File: src/rtl/spi_regfile_slave_if.sv
// SPI pin bundle between an AVR host (master) and the FPGA register file (slave).
interface spi_regfile_slave_if;
  logic spics_n;
  logic spick;
  logic spido;
  logic spidi;

  modport master (output spics_n, output spick, output spido, input spidi);
  modport slave  (input spics_n, input spick, input spido, output spidi);
endinterface

File: src/rtl/spi_regfile_slave.sv
// SPI slave exposing NREGS registers of REGW bits to an AVR host.
// Frame: 8-bit command (bit7 write, bits3:0 index) then REGW data bits.
module spi_regfile_slave #(
  parameter int unsigned NREGS       = 4,
  parameter int unsigned REGW        = 16,
  parameter int unsigned CPOL        = 0,
  parameter int unsigned LSB_FIRST   = 1,
  parameter int unsigned SYNC_STAGES = 2
) (
  input  logic                    fclk,
  input  logic                    rst,
  spi_regfile_slave_if.slave      spi,
  input  logic [7:0]              status_in,
  input  logic [NREGS*REGW-1:0]   rd_in,
  output logic [NREGS*REGW-1:0]   reg_out,
  output logic [NREGS-1:0]        wr_stb,
  output logic [NREGS-1:0]        rd_stb,
  output logic                    err
);

  typedef enum logic [2:0] {IDLE, CMD, DATA, DONE, OVR, LOCK} state_e;

  localparam logic [6:0] LAST_DBIT = 7'(REGW - 1);
  localparam logic [6:0] SYNC_CNT  = 7'(SYNC_STAGES);
  localparam logic       SCK_IDLE  = 1'(CPOL);

  logic [SYNC_STAGES-1:0] cs_sync_q, sck_sync_q, sdo_sync_q;
  logic                   cs_prev_q, sck_prev_q;
  logic                   cs_s, sck_s, sdo_s;
  logic                   cs_fall, cs_rise, sck_rise, sck_fall;

  state_e                 state_q;
  logic [6:0]             cnt_q;
  logic [7:0]             cmd_q, cmd_nx;
  logic [REGW-1:0]        wbuf_q, wbuf_nx;
  logic [REGW-1:0]        obuf_q, stat_w, rd_sel;
  logic                   spidi_q;
  logic [NREGS*REGW-1:0]  reg_q;
  logic [NREGS-1:0]       wr_stb_q, rd_stb_q;
  logic                   err_q;
  logic                   idx_ok, idx_ok_nx;

  function automatic logic pick(input logic [REGW-1:0] v);
    return (LSB_FIRST != 0) ? v[0] : v[REGW-1];
  endfunction

  function automatic logic [REGW-1:0] shift(input logic [REGW-1:0] v);
    return (LSB_FIRST != 0) ? {1'b0, v[REGW-1:1]} : {v[REGW-2:0], 1'b0};
  endfunction

  always_ff @(posedge fclk) begin
    if (rst) begin
      cs_sync_q  <= '1;
      sck_sync_q <= {SYNC_STAGES{SCK_IDLE}};
      sdo_sync_q <= '0;
      cs_prev_q  <= 1'b1;
      sck_prev_q <= 1'b0;
    end else begin
      cs_sync_q  <= {cs_sync_q[SYNC_STAGES-2:0], spi.spics_n};
      sck_sync_q <= {sck_sync_q[SYNC_STAGES-2:0], spi.spick};
      sdo_sync_q <= {sdo_sync_q[SYNC_STAGES-2:0], spi.spido};
      cs_prev_q  <= cs_s;
      sck_prev_q <= sck_s;
    end
  end

  always_comb begin
    cs_s     = cs_sync_q[SYNC_STAGES-1];
    sck_s    = sck_sync_q[SYNC_STAGES-1] ^ SCK_IDLE;
    sdo_s    = sdo_sync_q[SYNC_STAGES-1];
    cs_fall  = cs_prev_q & ~cs_s;
    cs_rise  = ~cs_prev_q & cs_s;
    sck_rise = ~sck_prev_q & sck_s;
    sck_fall = sck_prev_q & ~sck_s;
  end

  always_comb begin
    cmd_nx  = (LSB_FIRST != 0) ? {sdo_s, cmd_q[7:1]} : {cmd_q[6:0], sdo_s};
    wbuf_nx = (LSB_FIRST != 0) ? {sdo_s, wbuf_q[REGW-1:1]} : {wbuf_q[REGW-2:0], sdo_s};
    stat_w  = REGW'(status_in);
    if (LSB_FIRST == 0) stat_w = stat_w << (REGW - 8);
    idx_ok    = ({28'd0, cmd_q[3:0]} < NREGS);
    idx_ok_nx = ({28'd0, cmd_nx[3:0]} < NREGS);
    rd_sel = '0;
    for (int unsigned i = 0; i < NREGS; i++) begin
      if (cmd_nx[3:0] == 4'(i)) rd_sel = rd_in[i*REGW +: REGW];
    end
  end

  always_ff @(posedge fclk) begin
    if (rst) begin
      state_q  <= LOCK;
      cnt_q    <= '0;
      cmd_q    <= '0;
      wbuf_q   <= '0;
      obuf_q   <= '0;
      spidi_q  <= 1'b0;
      reg_q    <= '0;
      wr_stb_q <= '0;
      rd_stb_q <= '0;
      err_q    <= 1'b0;
    end else begin
      wr_stb_q <= '0;
      rd_stb_q <= '0;
      err_q    <= 1'b0;
      if (state_q == LOCK) begin
        // The synchronizer is preset high by reset, so wait until it has
        // refilled from the pin before trusting a high CS.
        if (cnt_q == SYNC_CNT) begin
          if (cs_s) state_q <= IDLE;
        end else begin
          cnt_q <= cnt_q + 7'd1;
        end
      end else if (cs_rise) begin
        state_q <= IDLE;
        spidi_q <= 1'b0;
        obuf_q  <= '0;
        case (state_q)
          CMD:       err_q <= (cnt_q != 7'd0);
          DATA, OVR: err_q <= 1'b1;
          DONE: begin
            if (!idx_ok) begin
              err_q <= 1'b1;
            end else begin
              for (int unsigned i = 0; i < NREGS; i++) begin
                if (cmd_q[3:0] == 4'(i)) begin
                  if (cmd_q[7]) begin
                    reg_q[i*REGW +: REGW] <= wbuf_q;
                    wr_stb_q[i]           <= 1'b1;
                  end else begin
                    rd_stb_q[i] <= 1'b1;
                  end
                end
              end
            end
          end
          default: ;
        endcase
      end else begin
        case (state_q)
          IDLE: begin
            if (cs_fall) begin
              state_q <= CMD;
              cnt_q   <= '0;
              spidi_q <= pick(stat_w);
              obuf_q  <= shift(stat_w);
            end
          end
          CMD: begin
            if (sck_rise) begin
              cmd_q <= cmd_nx;
              if (cnt_q == 7'd7) begin
                state_q <= DATA;
                cnt_q   <= '0;
                obuf_q  <= (!cmd_nx[7] && idx_ok_nx) ? rd_sel : '0;
              end else begin
                cnt_q <= cnt_q + 7'd1;
              end
            end
          end
          DATA: begin
            if (sck_rise) begin
              wbuf_q <= wbuf_nx;
              if (cnt_q == LAST_DBIT) state_q <= DONE;
              else                    cnt_q   <= cnt_q + 7'd1;
            end
          end
          DONE: if (sck_rise) state_q <= OVR;
          default: ;
        endcase
        if (state_q != IDLE && sck_fall) begin
          spidi_q <= pick(obuf_q);
          obuf_q  <= shift(obuf_q);
        end
      end
    end
  end

  assign spi.spidi = spidi_q & ~cs_s;
  assign reg_out   = reg_q;
  assign wr_stb    = wr_stb_q;
  assign rd_stb    = rd_stb_q;
  assign err       = err_q;

endmodule
File: src/flat_wrapper.sv
// flat-port wrapper written by rule: the top's interface ports become plain ports
module spi_regfile_slave_flat 
#(
  parameter int unsigned NREGS       = 4,
  parameter int unsigned REGW        = 16,
  parameter int unsigned CPOL        = 0,
  parameter int unsigned LSB_FIRST   = 1,
  parameter int unsigned SYNC_STAGES = 2
)
  (fclk, rst, status_in, rd_in, reg_out, wr_stb, rd_stb, err, spi_spics_n, spi_spick, spi_spido, spi_spidi);
  spi_regfile_slave_if spi_i ();
  input  logic fclk;
  input  logic rst;
  input  logic [7:0] status_in;
  input  logic [NREGS*REGW-1:0] rd_in;
  output logic [NREGS*REGW-1:0] reg_out;
  output logic [NREGS-1:0] wr_stb;
  output logic [NREGS-1:0] rd_stb;
  output logic err;
  input wire logic [$bits(spi_i.spics_n)-1:0] spi_spics_n;
  input wire logic [$bits(spi_i.spick)-1:0] spi_spick;
  input wire logic [$bits(spi_i.spido)-1:0] spi_spido;
  output wire logic [$bits(spi_i.spidi)-1:0] spi_spidi;
  assign spi_i.spics_n = spi_spics_n;
  assign spi_i.spick = spi_spick;
  assign spi_i.spido = spi_spido;
  assign spi_spidi = spi_i.spidi;
  spi_regfile_slave #(.NREGS(NREGS), .REGW(REGW), .CPOL(CPOL), .LSB_FIRST(LSB_FIRST), .SYNC_STAGES(SYNC_STAGES)) u_core (.fclk(fclk), .rst(rst), .spi(spi_i), .status_in(status_in), .rd_in(rd_in), .reg_out(reg_out), .wr_stb(wr_stb), .rd_stb(rd_stb), .err(err));
endmodule
File: config.mk
export PLATFORM = sky130hd
export DESIGN_NAME = spi_regfile_slave_flat
export DESIGN_NICKNAME = d
export VERILOG_FILES = /design/src/rtl/spi_regfile_slave_if.sv /design/src/rtl/spi_regfile_slave.sv /design/src/flat_wrapper.sv
export SDC_FILE = /design/constraint.sdc
export NUM_CORES = 1
export LEC_CHECK = 0
export ABC_AREA = 1
export CORE_MARGIN = 1.5
export CORE_UTILIZATION = 46
export CTS_BUF_LIST = sky130_fd_sc_hd__clkbuf_8
export CTS_CLUSTER_DIAMETER = 50
export DETAILED_ROUTE_END_ITERATION = 6
export PLACE_DENSITY = 0.78
export SLEW_MARGIN = 20
export SYNTH_ARGS = -nofsm -noshare
export SYNTH_HDL_FRONTEND = slang
export SYNTH_SLANG_ARGS = --single-unit
File: constraint.sdc
create_clock -name fclk -period 1.6 [get_ports fclk]
set_input_delay 0.24 -clock fclk [delete_from_list [all_inputs] [get_ports fclk]]
set_output_delay 0.24 -clock fclk [all_outputs]
set_load 0.03 [all_outputs]
## Word-level counts from Yosys, hierarchy flattened

Index checks and enable logic that the tools add are counted.

- Output and inout port bits: 74
- Bits in registers: 132

- Muxes and demuxes: 39
- Add/subtract/negate cells: 1
- Equal/unequal tests: 31
- Bitwise gates (word level): 17
- Reductions and logical operators: 29
- Magnitude comparators: 2

Operators by type and width:

| cell | number |
|---|---|
| $mux 16 | 10 |
| $mux 7 | 8 |
| $ne 4x1->1 const B | 9 |
| $pmux 16 s2 | 1 |
| $mux 3 | 10 |
| $reduce_and 6->1 | 4 |
| $reduce_or 6->1 | 4 |
| $pmux 7 s3 | 1 |
| $eq 4x2->1 const B | 4 |
| $not 1->1 | 12 |
| $pmux 3 s4 | 1 |
| $ne 3x1->1 const B | 3 |
| $reduce_and 9->1 | 1 |
| $reduce_bool 3->1 | 3 |
| $eq 4x1->1 const B | 2 |
| $logic_not 4->1 | 2 |
| $lt 4x3->1 const B | 2 |
| $reduce_and 4->1 | 2 |
| $reduce_bool 4->1 | 2 |
| $add 7x1->7 const B | 1 |
| $eq 7x2->1 const B | 1 |
| $eq 7x3->1 const B | 1 |
| $eq 7x4->1 const B | 1 |
| $mux 1 | 7 |
| 18 further kinds | 27 |

## Logic depth before layout (Yosys ltp)

- Word-level depth: 11
- Mapped depth: 12
- Gate-level depth less buffers: 12

## Worst setup path before layout

Ideal clock, no wire load.

- Path kind: register -> register
- From: register u_core.cs_prev_q
- To: register u_core.reg_q[10], in the netlist u_core.reg_out[10]
- Cell stages (with the launch flop): 11
- Path buffers: 1
- Library setup time: 116 ps
- Data arrival time: 1,532 ps
- Slack: -48 ps
- Data required time: 1,484 ps
- Cell sequence: dfxtp_1 -> inv_1 -> ha_1 -> inv_2 -> nor2_4 -> nand4_2 -> nor2_4 -> inv_2 -> buf_2 -> nor2_1 -> nor2_1

- Longest elaborated chain between the ends: 3

Ends and longest elaborated chain:

| item | RTL line | RTL |
|---|---|---|
| start: declaration | spi_regfile_slave.sv:28 | `logic cs_prev_q, sck_prev_q;` |
| start signal: assignment | spi_regfile_slave.sv:62 | `cs_prev_q <= cs_s;` |
| $not 1->1 | spi_regfile_slave.sv:72 | `cs_rise = ~cs_prev_q & cs_s;` |
| $and 1x1->1 | spi_regfile_slave.sv:72 |  |
| $reduce_and 6->1 (no source line) | n/a |  |
| end signal: indexed assignment | spi_regfile_slave.sv:128 | `reg_q[i*REGW +: REGW] <= wbuf_q;` |
| end: declaration | spi_regfile_slave.sv:38 | `logic [NREGS*REGW-1:0] reg_q;` |

No other way between the ends.
A chain may end at the register's enable or synchronous reset.

## Final worst setup path

- From: register u_core.state_q[0]
- To: register u_core.state_q[2]

- Longest elaborated chain between the ends: 4
- Elaborated cells between the ends (all ways): 18

Ends and longest elaborated chain:

| item | RTL line | RTL |
|---|---|---|
| start: declaration | spi_regfile_slave.sv:32 | `state_e state_q;` |
| start signal: assignment | spi_regfile_slave.sv:92 | `state_q <= LOCK;` |
| start signal: assignment | spi_regfile_slave.sv:110 | `if (cs_s) state_q <= IDLE;` |
| start signal: assignment | spi_regfile_slave.sv:115 | `state_q <= IDLE;` |
| $eq 3x2->1, or another cell as far along | spi_regfile_slave.sv:140 | `case (state_q)` |
| $pmux 3 s4 | spi_regfile_slave.sv:140 |  |
| $mux 3 | spi_regfile_slave.sv:114 | `end else if (cs_rise) begin` |
| $mux 3 | spi_regfile_slave.sv:106 | `if (state_q == LOCK) begin` |

Several ways; a longest one is shown, not always the timed one.

==> results.py <==
metrics = {
    "logic_synthesis": {
        "synth_edf_count": 0,
        "ys_types": 34,
        "ys_seq_elements": 132,
        "yosysSeqAreaShare": 0.434,
        "netlist_area_um2": 6090,
        "netlist_instances": 866,
        "synthesis.nets": 948,
        "synthFlopType": "dfxtp_1",
        "yosys_warnings": 0,
        "synth.avg_cell_area_um2": 7.03,
        "synthArstFlopShare": 0,
    },
    "critical_path": {
        "crit_chain": "inv_4 > nor2_4 > buf_6 > nand2_8 > buf_6 > inv_2 > nand2_1 > o211ai_1 > nor2_2 > nand2_4 > a21oi_1 > nand2_1",
        "cp.arrival_ns": 2.04,
        "crit_path_start_kind": "flip-flop",
        "cp_slowest_cell": "dfxtp_4",
        "crit_buf_inv": 4,
        "crit_type": "flip-flop to flip-flop",
        "timing.critical_path.fanout_max": 6,
        "worstSetupEndpointType": "flip-flop",
        "crit_path_max_incr_delay_ns": 0.39,
        "cp.depth": 12,
        "crit_required_ns": 1.91,
        "crit_family": "simple AND/OR/NAND/NOR gates",
        "ff2ff_path_depth": 12,
    },
    "die": {
        "io_pins": 151,
        "die_w_um": 118,
        "die_y_um": 118,
        "core_area_um2": 12800,
        "die-area_um2": 13900,
        "start_util": 0.477,
        "rows": 41,
    },
    "cells_and_area": {
        "antenna_cells": 0,
        "layout.nets": 1165,
        "final_area_um2": 9020,
        "mostFrequentLayoutCell": "nor2_1",
        "layout_common_cells": "194 x nor2_1, 151 x nand2_1, 120 x dfxtp_1",
        "fin_util": 0.706,
        "area_delta_synth_final_pct": 48.1,
        "drive_gt1_frac": 0.211,
    },
    "pwr": {
        "leakagePower_nw": 4.08,
        "peakVddDrop_mv": 0.868,
        "power.total_mw": 9.86,
        "cellPowerDensity_nw_per_um2": 1090,
    },
    "cts": {
        "cts_buffers": 17,
        "path_clk_slew_ns": 0.08,
        "insertion_delay_ns": 0.45,
        "htree_levels": 4,
        "cts_tree": "yes",
        "clk_path_buf_depth": 2,
        "hold_buffers": 0,
        "root_buffer": "clkbuf_8",
        "clock_sinks": 132,
    },
    "global_routing": {
        "gr-total-overflow": 0,
        "grt.total_usage": 0.257,
        "antenna_found_initial": 0,
        "grt_pass1_vias": 5947,
        "grt_pass1_wl_mm": 29.1,
        "grt_max_degree": 73,
    },
    "sta": {
        "hold_viol_final": 0,
        "fin_ws_ns": -0.124,
        "timing.setup.tns_ns": -0.788,
        "setup_viol": 19,
        "finalClockSkew_ns": 0.0183,
        "clock.fmax_mhz": 580,
        "relSlewSlack": 0.768,
        "layout_worst_path_cycle_share": 1.08,
        "fin_crit_ns": 1.72,
        "tightestPinTransition_ns": 0.348,
        "drv_slew": 0,
        "rsz0062_at_grt": "yes",
    },
    "worst_hold_path": {
        "hold_path_class": "input port to flip-flop",
        "hold_path_depth": 3,
    },
    "outcome": {
        "outcome": "complete, but fails checks",
        "violations": "setup timing",
    },
    "drt": {
        "wl_per_cell_um": 15.3,
        "num_vias": 6724,
        "drt_iter0_drc": 662,
        "drt_wl_total_mm": 19.4,
        "drt-pass1-iter-count": 6,
        "via_per_inst": 5.31,
        "ant_nets": 0,
        "drcViolationCount": 0,
    },
    "place": {
        "io_buffers": 150,
        "place_hpwl_mm": 12.7,
        "gp_congestion": 0.891,
        "dpl-instance-area_um2": 8070,
    },
    "job": {
        "max_cap_viol_count": 0,
    },
}
[synth_stat cells (all sizes together), types with 5 or more instances]
cell | number | area share
nor2 | 211 | 0.14
nand2 | 180 | 0.12
dfxtp | 132 | 0.43
o21ai | 96 | 0.080
inv | 59 | 0.037
a21oi | 53 | 0.045
nand3 | 38 | 0.036
nand4 | 26 | 0.028
clkbuf | 24 | 0.023
buf | 17 | 0.020
o21a | 8 | 0.0099
ha | 5 | 0.010
[through the flow]
stage | worst slack (ns) | cells | hold slack (ns)
after floorplan | 0.0102 | 866 | 0.344
after global placement | 0.0177 | 1208 | 0.396
after detailed placement | -0.0490 | 1208 | 0.396
after CTS | -0.00393 | 1245 | 0.125
after global routing | -0.166 | 1267 | 0.149
final | -0.124 | 1267 | 0.136
[flip-flops by register name, indices dropped and copies added, names as in the netlist]
register	count
u_core.cs_sync_q	2
u_core.wr_stb	4
u_core.reg_out	64
u_core.rd_stb	4
u_core.sck_sync_q	2
u_core.obuf_q	16
u_core.wbuf_q	16
u_core.spidi_q	1
u_core.cmd_q	8
u_core.sdo_sync_q	2
u_core.cnt_q	7
u_core.cs_prev_q	1
u_core.err	1
u_core.state_q	3
u_core.sck_prev_q	1
[worst reg2reg max path: stages (launching register included)]
cell	delay, ns
dfxtp_4	0.39
inv_4	0.07
nor2_4	0.04
buf_6	0.13
nand2_8	0.07
buf_6	0.10
inv_2	0.04
nand2_1	0.06
o211ai_1	0.13
nor2_2	0.21
nand2_4	0.10
a21oi_1	0.18
nand2_1	0.08
[power by group]
group          switching [mW]  internal (mW)
clock                    1.33           1.62
sequential              0.113           3.41
combinational            1.89           1.50
[layout make-up]
cell class              instances  area [µm²]
fillers                      1025        3760
multi-input cells             635        3290
flip-flops and latches        132        2670
repair buffers                237        2170
clock buffers                  19         262
inverters                      59         249
well taps                     172         215
clock inverters                12         155
repair inverters                1        7.51
[cell families after synthesis]
kind of cell	count (synthesis)	synth area share
and+or+nand+nor	464	0.331
adders and majority gates	5	0.0103
AOI/OAI and AO/OA	163	0.142
xor gates and xnor gates	2	0.00288
DFF	132	0.434
buffers and inverters	100	0.0797
[layer usage]
layer  up-vias  global-route usage  routed length (µm)
met3        42              0.0455                1180
met1      3185               0.333                8060
met4         0              0.0793                 435
met5         -                   0                   0
li1       3247                   -                   -
met2       250               0.437                9760
[repair_timing]
| item | CTS | global route |
|---|---|---|
| setup buffers | 4 | 20 |
| resized for setup | 101 | 114 |
| setup endpoints to repair | 114 | 115 |
| pin swaps | 9 | 38 |
| cloned | 2 | 2 |
[final timing paths]
kind	start	endpoint	slack (ns)
hold / removal	rst	u_core.cs_prev_q	0.14
setup reg to reg	u_core.state_q[0]	u_core.state_q[2]	-0.12
setup / recovery	u_core.state_q[0]	u_core.state_q[2]	-0.12
hold reg to reg	u_core.sck_sync_q[0]	u_core.sck_sync_q[1]	0.42
No activity file was read; power rests on OpenSTA's default activity.
